[src/rtl/nl_source_injector.sv]
// Source injector for a virtual-channel router input port.
// Pulls whole packets out of a source FIFO, allocates a free VC per packet
// (round-robin), and streams flits onto the router link under credit flow
// control. Flits without a head marker at packet start are dropped and
// flagged on the sticky err output.

module nl_source_injector #(
  parameter  int FLIT_W    = 64,
  parameter  int NUM_VC    = 2,
  parameter  int BUF_DEPTH = 4,
  localparam int VC_W      = $clog2(NUM_VC),
  localparam int CNT_W     = $clog2(BUF_DEPTH + 1)
) (
  input  logic              clk,
  input  logic              rst,
  input  logic              fifo_empty,
  input  logic [FLIT_W-1:0] fifo_data,
  input  logic              fifo_head,
  input  logic              fifo_tail,
  output logic              fifo_pop,
  output logic              flit_valid,
  output logic [FLIT_W-1:0] flit_data,
  output logic [VC_W-1:0]   flit_vc,
  output logic              flit_head,
  output logic              flit_tail,
  input  logic              credit_valid,
  input  logic [VC_W-1:0]   credit_vc,
  output logic [31:0]       flits_sent,
  output logic              err
);

  typedef enum logic [1:0] {
    IDLE  = 2'd0,
    ALLOC = 2'd1,
    SEND  = 2'd2
  } state_t;

  localparam logic [CNT_W-1:0] FULL = CNT_W'(BUF_DEPTH);

  state_t                       state_q, state_d;
  logic [VC_W-1:0]              cur_vc_q, cur_vc_d;
  logic [VC_W-1:0]              rr_ptr_q, rr_ptr_d;
  logic [NUM_VC-1:0][CNT_W-1:0] credit_q, credit_d;
  logic                         flit_valid_q, flit_valid_d;
  logic [FLIT_W-1:0]            flit_data_q, flit_data_d;
  logic [VC_W-1:0]              flit_vc_q, flit_vc_d;
  logic                         flit_head_q, flit_head_d;
  logic                         flit_tail_q, flit_tail_d;
  logic [31:0]                  flits_sent_q, flits_sent_d;
  logic                         err_q, err_d;
  logic                         rst_hold_q, rst_hold_d;

  logic                         active;
  logic                         pop_send;
  logic                         pop_drop;
  logic [NUM_VC-1:0]            vc_free;
  logic [NUM_VC-1:0]            ret_vec;
  logic [NUM_VC-1:0]            snd_vec;
  logic                         bad_ret;
  logic                         alloc_found;
  logic [VC_W-1:0]              alloc_vc;

  // Pops are held off during reset and the cycle right after it, so an
  // abandoned packet cannot leak a flit across the reset boundary.
  always_comb begin
    active   = !rst && !rst_hold_q;
    pop_send = active && (state_q == SEND) && !fifo_empty && (credit_q[cur_vc_q] != '0);
    pop_drop = active && (state_q == IDLE) && !fifo_empty && !fifo_head;
    fifo_pop = pop_send || pop_drop;
  end

  // A VC is free only when its buffers are fully drained and no packet owns it.
  always_comb begin
    vc_free = '0;
    for (int v = 0; v < NUM_VC; v++) begin
      vc_free[v] = (credit_q[v] == FULL) && !((state_q == SEND) && (cur_vc_q == VC_W'(v)));
    end
  end

  // Round-robin search for a free VC, starting just after the last allocated one.
  always_comb begin
    int idx;
    idx         = 0;
    alloc_found = 1'b0;
    alloc_vc    = '0;
    for (int i = 0; i < NUM_VC; i++) begin
      idx = (int'(rr_ptr_q) + 1 + i) % NUM_VC;
      if (!alloc_found && vc_free[VC_W'(idx)]) begin
        alloc_found = 1'b1;
        alloc_vc    = VC_W'(idx);
      end
    end
  end

  // Classify credit returns (legal vs. overflow) and sends per VC.
  always_comb begin
    ret_vec = '0;
    snd_vec = '0;
    bad_ret = 1'b0;
    for (int v = 0; v < NUM_VC; v++) begin
      if (credit_valid && (credit_vc == VC_W'(v))) begin
        if (credit_q[v] == FULL) begin
          bad_ret = 1'b1;
        end else begin
          ret_vec[v] = 1'b1;
        end
      end
      snd_vec[v] = pop_send && (cur_vc_q == VC_W'(v));
    end
  end

  // Credit counters: a send and a return on the same VC cancel out.
  always_comb begin
    credit_d = credit_q;
    for (int v = 0; v < NUM_VC; v++) begin
      if (snd_vec[v] && !ret_vec[v]) begin
        credit_d[v] = credit_q[v] - 1'b1;
      end else if (ret_vec[v] && !snd_vec[v]) begin
        credit_d[v] = credit_q[v] + 1'b1;
      end
    end
  end

  // Packet-level FSM: wait for a head flit, pick a VC, stream until tail.
  always_comb begin
    state_d  = state_q;
    cur_vc_d = cur_vc_q;
    rr_ptr_d = rr_ptr_q;
    case (state_q)
      IDLE: begin
        if (active && !fifo_empty && fifo_head && (|vc_free)) begin
          state_d = ALLOC;
        end
      end
      ALLOC: begin
        if (alloc_found) begin
          cur_vc_d = alloc_vc;
          rr_ptr_d = alloc_vc;
          state_d  = SEND;
        end else begin
          state_d = IDLE;
        end
      end
      SEND: begin
        if (pop_send && fifo_tail) begin
          state_d = IDLE;
        end
      end
      default: state_d = IDLE;
    endcase
  end

  // Link output register: every send-pop appears on the link exactly one cycle later.
  always_comb begin
    flit_valid_d = pop_send;
    flit_data_d  = flit_data_q;
    flit_vc_d    = flit_vc_q;
    flit_head_d  = flit_head_q;
    flit_tail_d  = flit_tail_q;
    if (pop_send) begin
      flit_data_d = fifo_data;
      flit_vc_d   = cur_vc_q;
      flit_head_d = fifo_head;
      flit_tail_d = fifo_tail;
    end
    flits_sent_d = flits_sent_q + 32'(flit_valid_q);
    err_d        = err_q || pop_drop || bad_ret;
    rst_hold_d   = 1'b0;
  end

  // State registers with synchronous reset.
  always_ff @(posedge clk) begin
    if (rst) begin
      state_q      <= IDLE;
      cur_vc_q     <= '0;
      rr_ptr_q     <= VC_W'(NUM_VC - 1);
      credit_q     <= {NUM_VC{FULL}};
      flit_valid_q <= 1'b0;
      flit_data_q  <= '0;
      flit_vc_q    <= '0;
      flit_head_q  <= 1'b0;
      flit_tail_q  <= 1'b0;
      flits_sent_q <= '0;
      err_q        <= 1'b0;
      rst_hold_q   <= 1'b1;
    end else begin
      state_q      <= state_d;
      cur_vc_q     <= cur_vc_d;
      rr_ptr_q     <= rr_ptr_d;
      credit_q     <= credit_d;
      flit_valid_q <= flit_valid_d;
      flit_data_q  <= flit_data_d;
      flit_vc_q    <= flit_vc_d;
      flit_head_q  <= flit_head_d;
      flit_tail_q  <= flit_tail_d;
      flits_sent_q <= flits_sent_d;
      err_q        <= err_d;
      rst_hold_q   <= rst_hold_d;
    end
  end

  // flit_valid is masked while rst is high so a flit popped just before reset is never presented.
  always_comb begin
    flit_valid = flit_valid_q && !rst;
    flit_data  = flit_data_q;
    flit_vc    = flit_vc_q;
    flit_head  = flit_head_q;
    flit_tail  = flit_tail_q;
    flits_sent = flits_sent_q;
    err        = err_q;
  end

endmodule

[config.mk]
export PLATFORM = sky130hd
export DESIGN_NAME = nl_source_injector
export DESIGN_NICKNAME = d
export VERILOG_FILES = /design/src/rtl/nl_source_injector.sv
export SDC_FILE = /design/constraint.sdc
export NUM_CORES = 1
export LEC_CHECK = 0
export ABC_AREA = 1
export BUFFER_PORTS_ARGS = -buffer_cell sky130_fd_sc_hd__buf_2
export CORE_MARGIN = 1.5
export CORE_UTILIZATION = 53
export CTS_CLUSTER_SIZE = 20
export DETAILED_ROUTE_END_ITERATION = 12
export MAX_ROUTING_LAYER = met4
export PLACE_DENSITY_LB_ADDON = 0.08
export SLEW_MARGIN = 20
export SYNTH_ARGS = -nofsm -noshare
export SYNTH_HDL_FRONTEND = slang
export SYNTH_SLANG_ARGS = --single-unit
[constraint.sdc]
create_clock -name clk -period 3.85 [get_ports clk]
set_input_delay 0.77 -clock clk [delete_from_list [all_inputs] [get_ports clk]]
set_output_delay 0.77 -clock clk [all_outputs]
set_load 0.1 [all_outputs]
; After elaboration in Yosys (flattened, before gate mapping)
; Cells that the tools add are included.
[classes]
add_sub_neg = 7
n_lt_le_gt_ge = 3
eq_ne = 6
n_mux = 27
n_bitwise = 2
reduce_logical = 46
[op_table]
columns = cell, count
row1 = adder 32 x 1 -> 32 bit, 1
row2 = logical AND 1 bit, 25
row3 = two-way mux 3 bit, 6
row4 = two-way mux 1 bit, 17
row5 = logical NOT 1 bit, 11
row6 = "adder 3 x 1 -> 3 bit, second input constant", 2
row7 = "== test 3 bit, second input constant", 2
row8 = "less-than comparator 1 x 3 -> 1 bit, second input constant", 2
row9 = two-way mux 2 bit, 3
row10 = one-hot mux 2 bit (3 select lines), 1
row11 = "subtractor 3 x 1 -> 3 bit, second input constant", 2
row12 = "!= test 2 x 1 -> 1 bit, second input constant", 2
row13 = AND reduction 2 bit, 2
row14 = nonzero test 2 bit, 2
row15 = logical OR 1 bit, 3
row16 = nonzero test 3 bit, 1
row17 = "adder 1 bit, second input constant", 2
row18 = "== test 2 x 1 -> 1 bit, second input constant", 1
row19 = "== test 2 bit, second input constant", 1
row20 = logical NOT 2 bit, 1
row21 = "less-than comparator 1 x 2 -> 1 bit, second input constant", 1
row22 = NOT 1 bit, 2
row23 = OR reduction 2 bit, 1
[word_totals]
regBits = 112
in_bits = 71
out_inout_bits = 102

; Longest topological paths before layout
[depth]
depth_word = 12
mapped_depth = 15
depth_no_buf = 14

; Least setup slack after synthesis
; Ideal clock, no wire load.
[synth_timing]
kind = in2out
start = in rst
end = out flit_valid
arrival_ps = 2399
required_time_ps = 3080
path_slack_ps = 681
path_stages = 3
path_buffers = 2
path_cell_list = buf_2 -> buf_1 -> nor2_1
[synth_between]
elab_chain_cells = 2
[synth_lines]
columns = element, line_no
row1 = "start, declared", 15  ; input logic rst,
row2 = logical NOT 1 bit, 204  ; flit_valid = flit_valid_q && !rst;
row3 = logical AND 1 bit, 204
row4 = "end, declared", 21  ; output logic flit_valid,
; Every way passes these cells.

; Final worst setup path
[layout_timing]
start = in rst
end = out fifo_pop
[layout_between]
elab_chain_cells = 6
word_cells_on_any_way = 9
[layout_lines]
columns = element, line_no
row1 = logical NOT 1 bit *, 66  ; active = !rst && !rst_hold_q;
row2 = logical AND 1 bit *, 66
row3 = "logical AND 1 bit, on equally long branches (3 in series)", "67, 68"
row4 = logical OR 1 bit *, 69  ; fifo_pop = pop_send || pop_drop;
row5 = "end, declared", 20  ; output logic fifo_pop,
; Every way passes the cells marked *; elsewhere a longest branch is shown, timed or not.

==> impl_metrics.py <==
metrics = {
    "setup_path": {
        "worst-path-max-fanout": 30,
        "slowest_delay_ns": 0.43,
        "cp_cell_sequence": "buf_2, nor2_1, nand2_1, a21oi_2, nand2_4, nand2_1, buf_2",
        "crit_required_ns": 3.08,
        "cp-start-kind": "input port",
        "critical_path_class": "in -> out",
        "crit_path_end_kind": "output port",
        "worstPathArrival_ns": 2.30,
        "cpMaxStageDelayCell": "buf_2",
    },
    "timing": {
        "fmax_mhz": 325.4,
        "setup_tns_ns": 0,
        "fin_hold_ws_ns": 0.4774,
        "slew_headroom": 0.5577,
        "grt_setup_unrepaired": "no",
        "fin_skew_ns": 0.01309,
        "finalMaxSlewViolations": 0,
        "min_period_ns": 3.073,
        "finalSetupViolations": 0,
        "finalCritPeriodShare": 0.7981,
        "setup_ws_ns": 0.7773,
        "finalHoldViolCount": 0,
        "tightestPinTransition_ns": 0.6635,
    },
    "place": {
        "preCtsSetupSlack_ns": 0.7296,
        "routabilityCongestion": 0.9316,
        "io_buffers": 172,
        "dpl-instance-area_um2": 5577,
        "place_inst": 930,
        "dp_hpwl_um": 8974,
    },
    "floorplan": {
        "die_width_um": 97.17,
        "die_area_um2": 9441,
        "coreArea_um2": 8636,
        "initial_core_util": 0.5442,
        "placementRows": 34,
        "die_h_um": 97.17,
        "io_pins": 173,
    },
    "pwr": {
        "p_leak_nw": 2.573,
        "total_power_mw": 1.998,
        "p_per_area_nw_per_um2": 346.6,
        "peakVddDrop_mv": 0.1582,
    },
    "layout": {
        "fin_cells": 946,
        "mostFrequentLayoutCell": "nor2_1",
        "fin_nets": 910,
        "diodes": 0,
        "fin_area_um2": 5766,
        "nFillCells": 838,
        "final_util": 0.6676,
        "syn_to_final_growth_pct": 22.68,
        "drive_gt1_frac": 0.2411,
        "final_cell_mix": "213 x nor2_1, 172 x buf_2, 112 x dfxtp_1, 108 x nand2_1, 81 x o21ai_0",
    },
    "detailed_routing": {
        "drtIter0Drc": 212,
        "wl_um": 12210,
        "drc": 0,
        "viasPerCell": 5.029,
        "first_pass_iters": 4,
        "avgRoutedWirePerCell_um": 12.91,
        "final_antenna_net_count": 0,
        "vias": 4757,
    },
    "global_routing": {
        "grt_pass1_vias": 4327,
        "grt-ovfl-total": 0,
        "grt_pass1_wl_um": 19950,
        "track_usage": 0.2634,
        "grt_max_degree": 68,
        "antenna_found_initial": 0,
    },
    "cts": {
        "cts_inserted_buffers": 9,
        "clockBufferDepth": 2,
        "ctsHoldBuffers": 0,
        "htree_levels": 3,
        "clk_pin_slew_ns": 0.11,
        "clock_sinks": 112,
        "clkLatencyLatePin_ns": 0.37,
        "root_buffer": "clkbuf_8",
        "cts_resized": 0,
        "cts_tree": "done",
        "cts_setup_buffers": 0,
    },
    "logic_synthesis": {
        "synth.ff_latch_count": 112,
        "yosysSeqAreaShare": 0.4771,
        "ys_types": 25,
        "synth_area_um2": 4700,
        "syn_inst": 672,
        "yosys_warnings": 0,
        "avgSynthCellArea_um2": 6.993,
        "synth_nets": 749,
    },
    "hold_path": {
        "holdCritPathClass": "reg -> reg",
    },
    "outcome": {
        "status": "complete, no violations",
    },
    "job": {
        "drv_cap": 0,
    },
}
-- final timing paths --
check / endpoint / startpoint / slack (ns) / cells after the start
worst max-delay path: fifo_pop / rst / 0.78 / 7
worst min-delay path: rr_ptr_q / rr_ptr_q / 0.48 / 2
worst min register to register: rr_ptr_q / rr_ptr_q / 0.48 / 2
worst max register to register: credit_q[5] / cur_vc_q / 1.59 / 14
-- power by group --
part	leakage [nW]	total, mW	internal [mW]	switching, mW
clock	0.0875	0.674	0.263	0.412
sequential	0.903	1.17	1.17	0.00430
combinational	1.58	0.153	0.0470	0.106
total	2.57	2.00	1.48	0.522
-- state kept, by name, summed over array words and instances, names as in the netlist --
name          cells
flit_data        64
flits_sent       32
credit_q          6
state_q           2
cur_vc_q          1
err               1
flit_head         1
flit_tail         1
flit_valid_q      1
flit_vc           1
rr_ptr_q          1
rst_hold_q        1
-- critical path: cells and delay by family --
kind / cells / cell delay (ns)
buffers and inverters: 2 / 0.72
and+or+nand+nor: 4 / 0.62
AOI/OAI and AO/OA: 1 / 0.18
-- logic make-up (layout without fill, tap and decap cells) --
logic type / after synthesis / count (layout) / share of synthesized area
buffers and inverters: 79 / 245 / 0.07401
adder cells (fa/ha/maj): 6 / 6 / 0.01917
flip-flops: 112 / 112 / 0.4771
XOR/XNOR: 4 / 4 / 0.007456
AO/OA/AOI/OAI: 116 / 116 / 0.1262
AND/OR/NAND/NOR: 355 / 355 / 0.2961
-- cell usage after synthesis --
| library cell | n | area (um2) |
|---|---|---|
| or2_2 | 3 | 18.77 |
| o21bai_1 | 1 | 7.510 |
| nand2_1 | 108 | 405.4 |
| nand4_1 | 2 | 12.51 |
| xnor2_1 | 1 | 8.760 |
| inv_1 | 52 | 195.2 |
| nand2_4 | 1 | 11.26 |
| dfxtp_1 | 112 | 2242 |
| nand3_1 | 23 | 115.1 |
| buf_6 | 1 | 11.26 |
| clkbuf_1 | 12 | 45.04 |
| buf_8 | 3 | 45.04 |
| a21oi_1 | 31 | 155.2 |
| o21a_1 | 1 | 7.510 |
| fa_1 | 2 | 40.04 |
| ha_1 | 4 | 50.05 |
| o21ai_0 | 81 | 405.4 |
| buf_1 | 2 | 7.510 |
| nor2_1 | 213 | 799.5 |
| a21oi_2 | 2 | 17.52 |
| nor2_2 | 3 | 18.77 |
| inv_2 | 1 | 3.750 |
| xor2_1 | 3 | 26.28 |
| nor3_1 | 2 | 10.01 |
| buf_2 | 8 | 40.04 |
-- metal layers --
| layer | vias up | global-route usage | wire length, um | part of all wire |
|---|---|---|---|---|
| met2 | 170 | 0.4459 | 6037 | 0.49 |
| met1 | 2142 | 0.3199 | 5152 | 0.42 |
| met4 | 0 | 0.09810 | 211 | 0.017 |
| met3 | 18 | 0.03741 | 808 | 0.066 |
| li1 | 2427 | - | - | - |
| met5 | - | - | 0 | 0 |
-- area by class of cell --
class | count | area [um2] | share of cell area
Inverter | 53 | 198.9 | 0.03451
Tap cell | 108 | 135.1 | 0.02344
Multi-Input combinational cell | 481 | 2110 | 0.3659
Clock inverter | 6 | 51.30 | 0.008898
Timing Repair Buffer | 176 | 890.9 | 0.1545
Clock buffer | 10 | 137.6 | 0.02387
Sequential cell | 112 | 2242 | 0.3889
No activity file was read; power rests on OpenSTA's default activity.
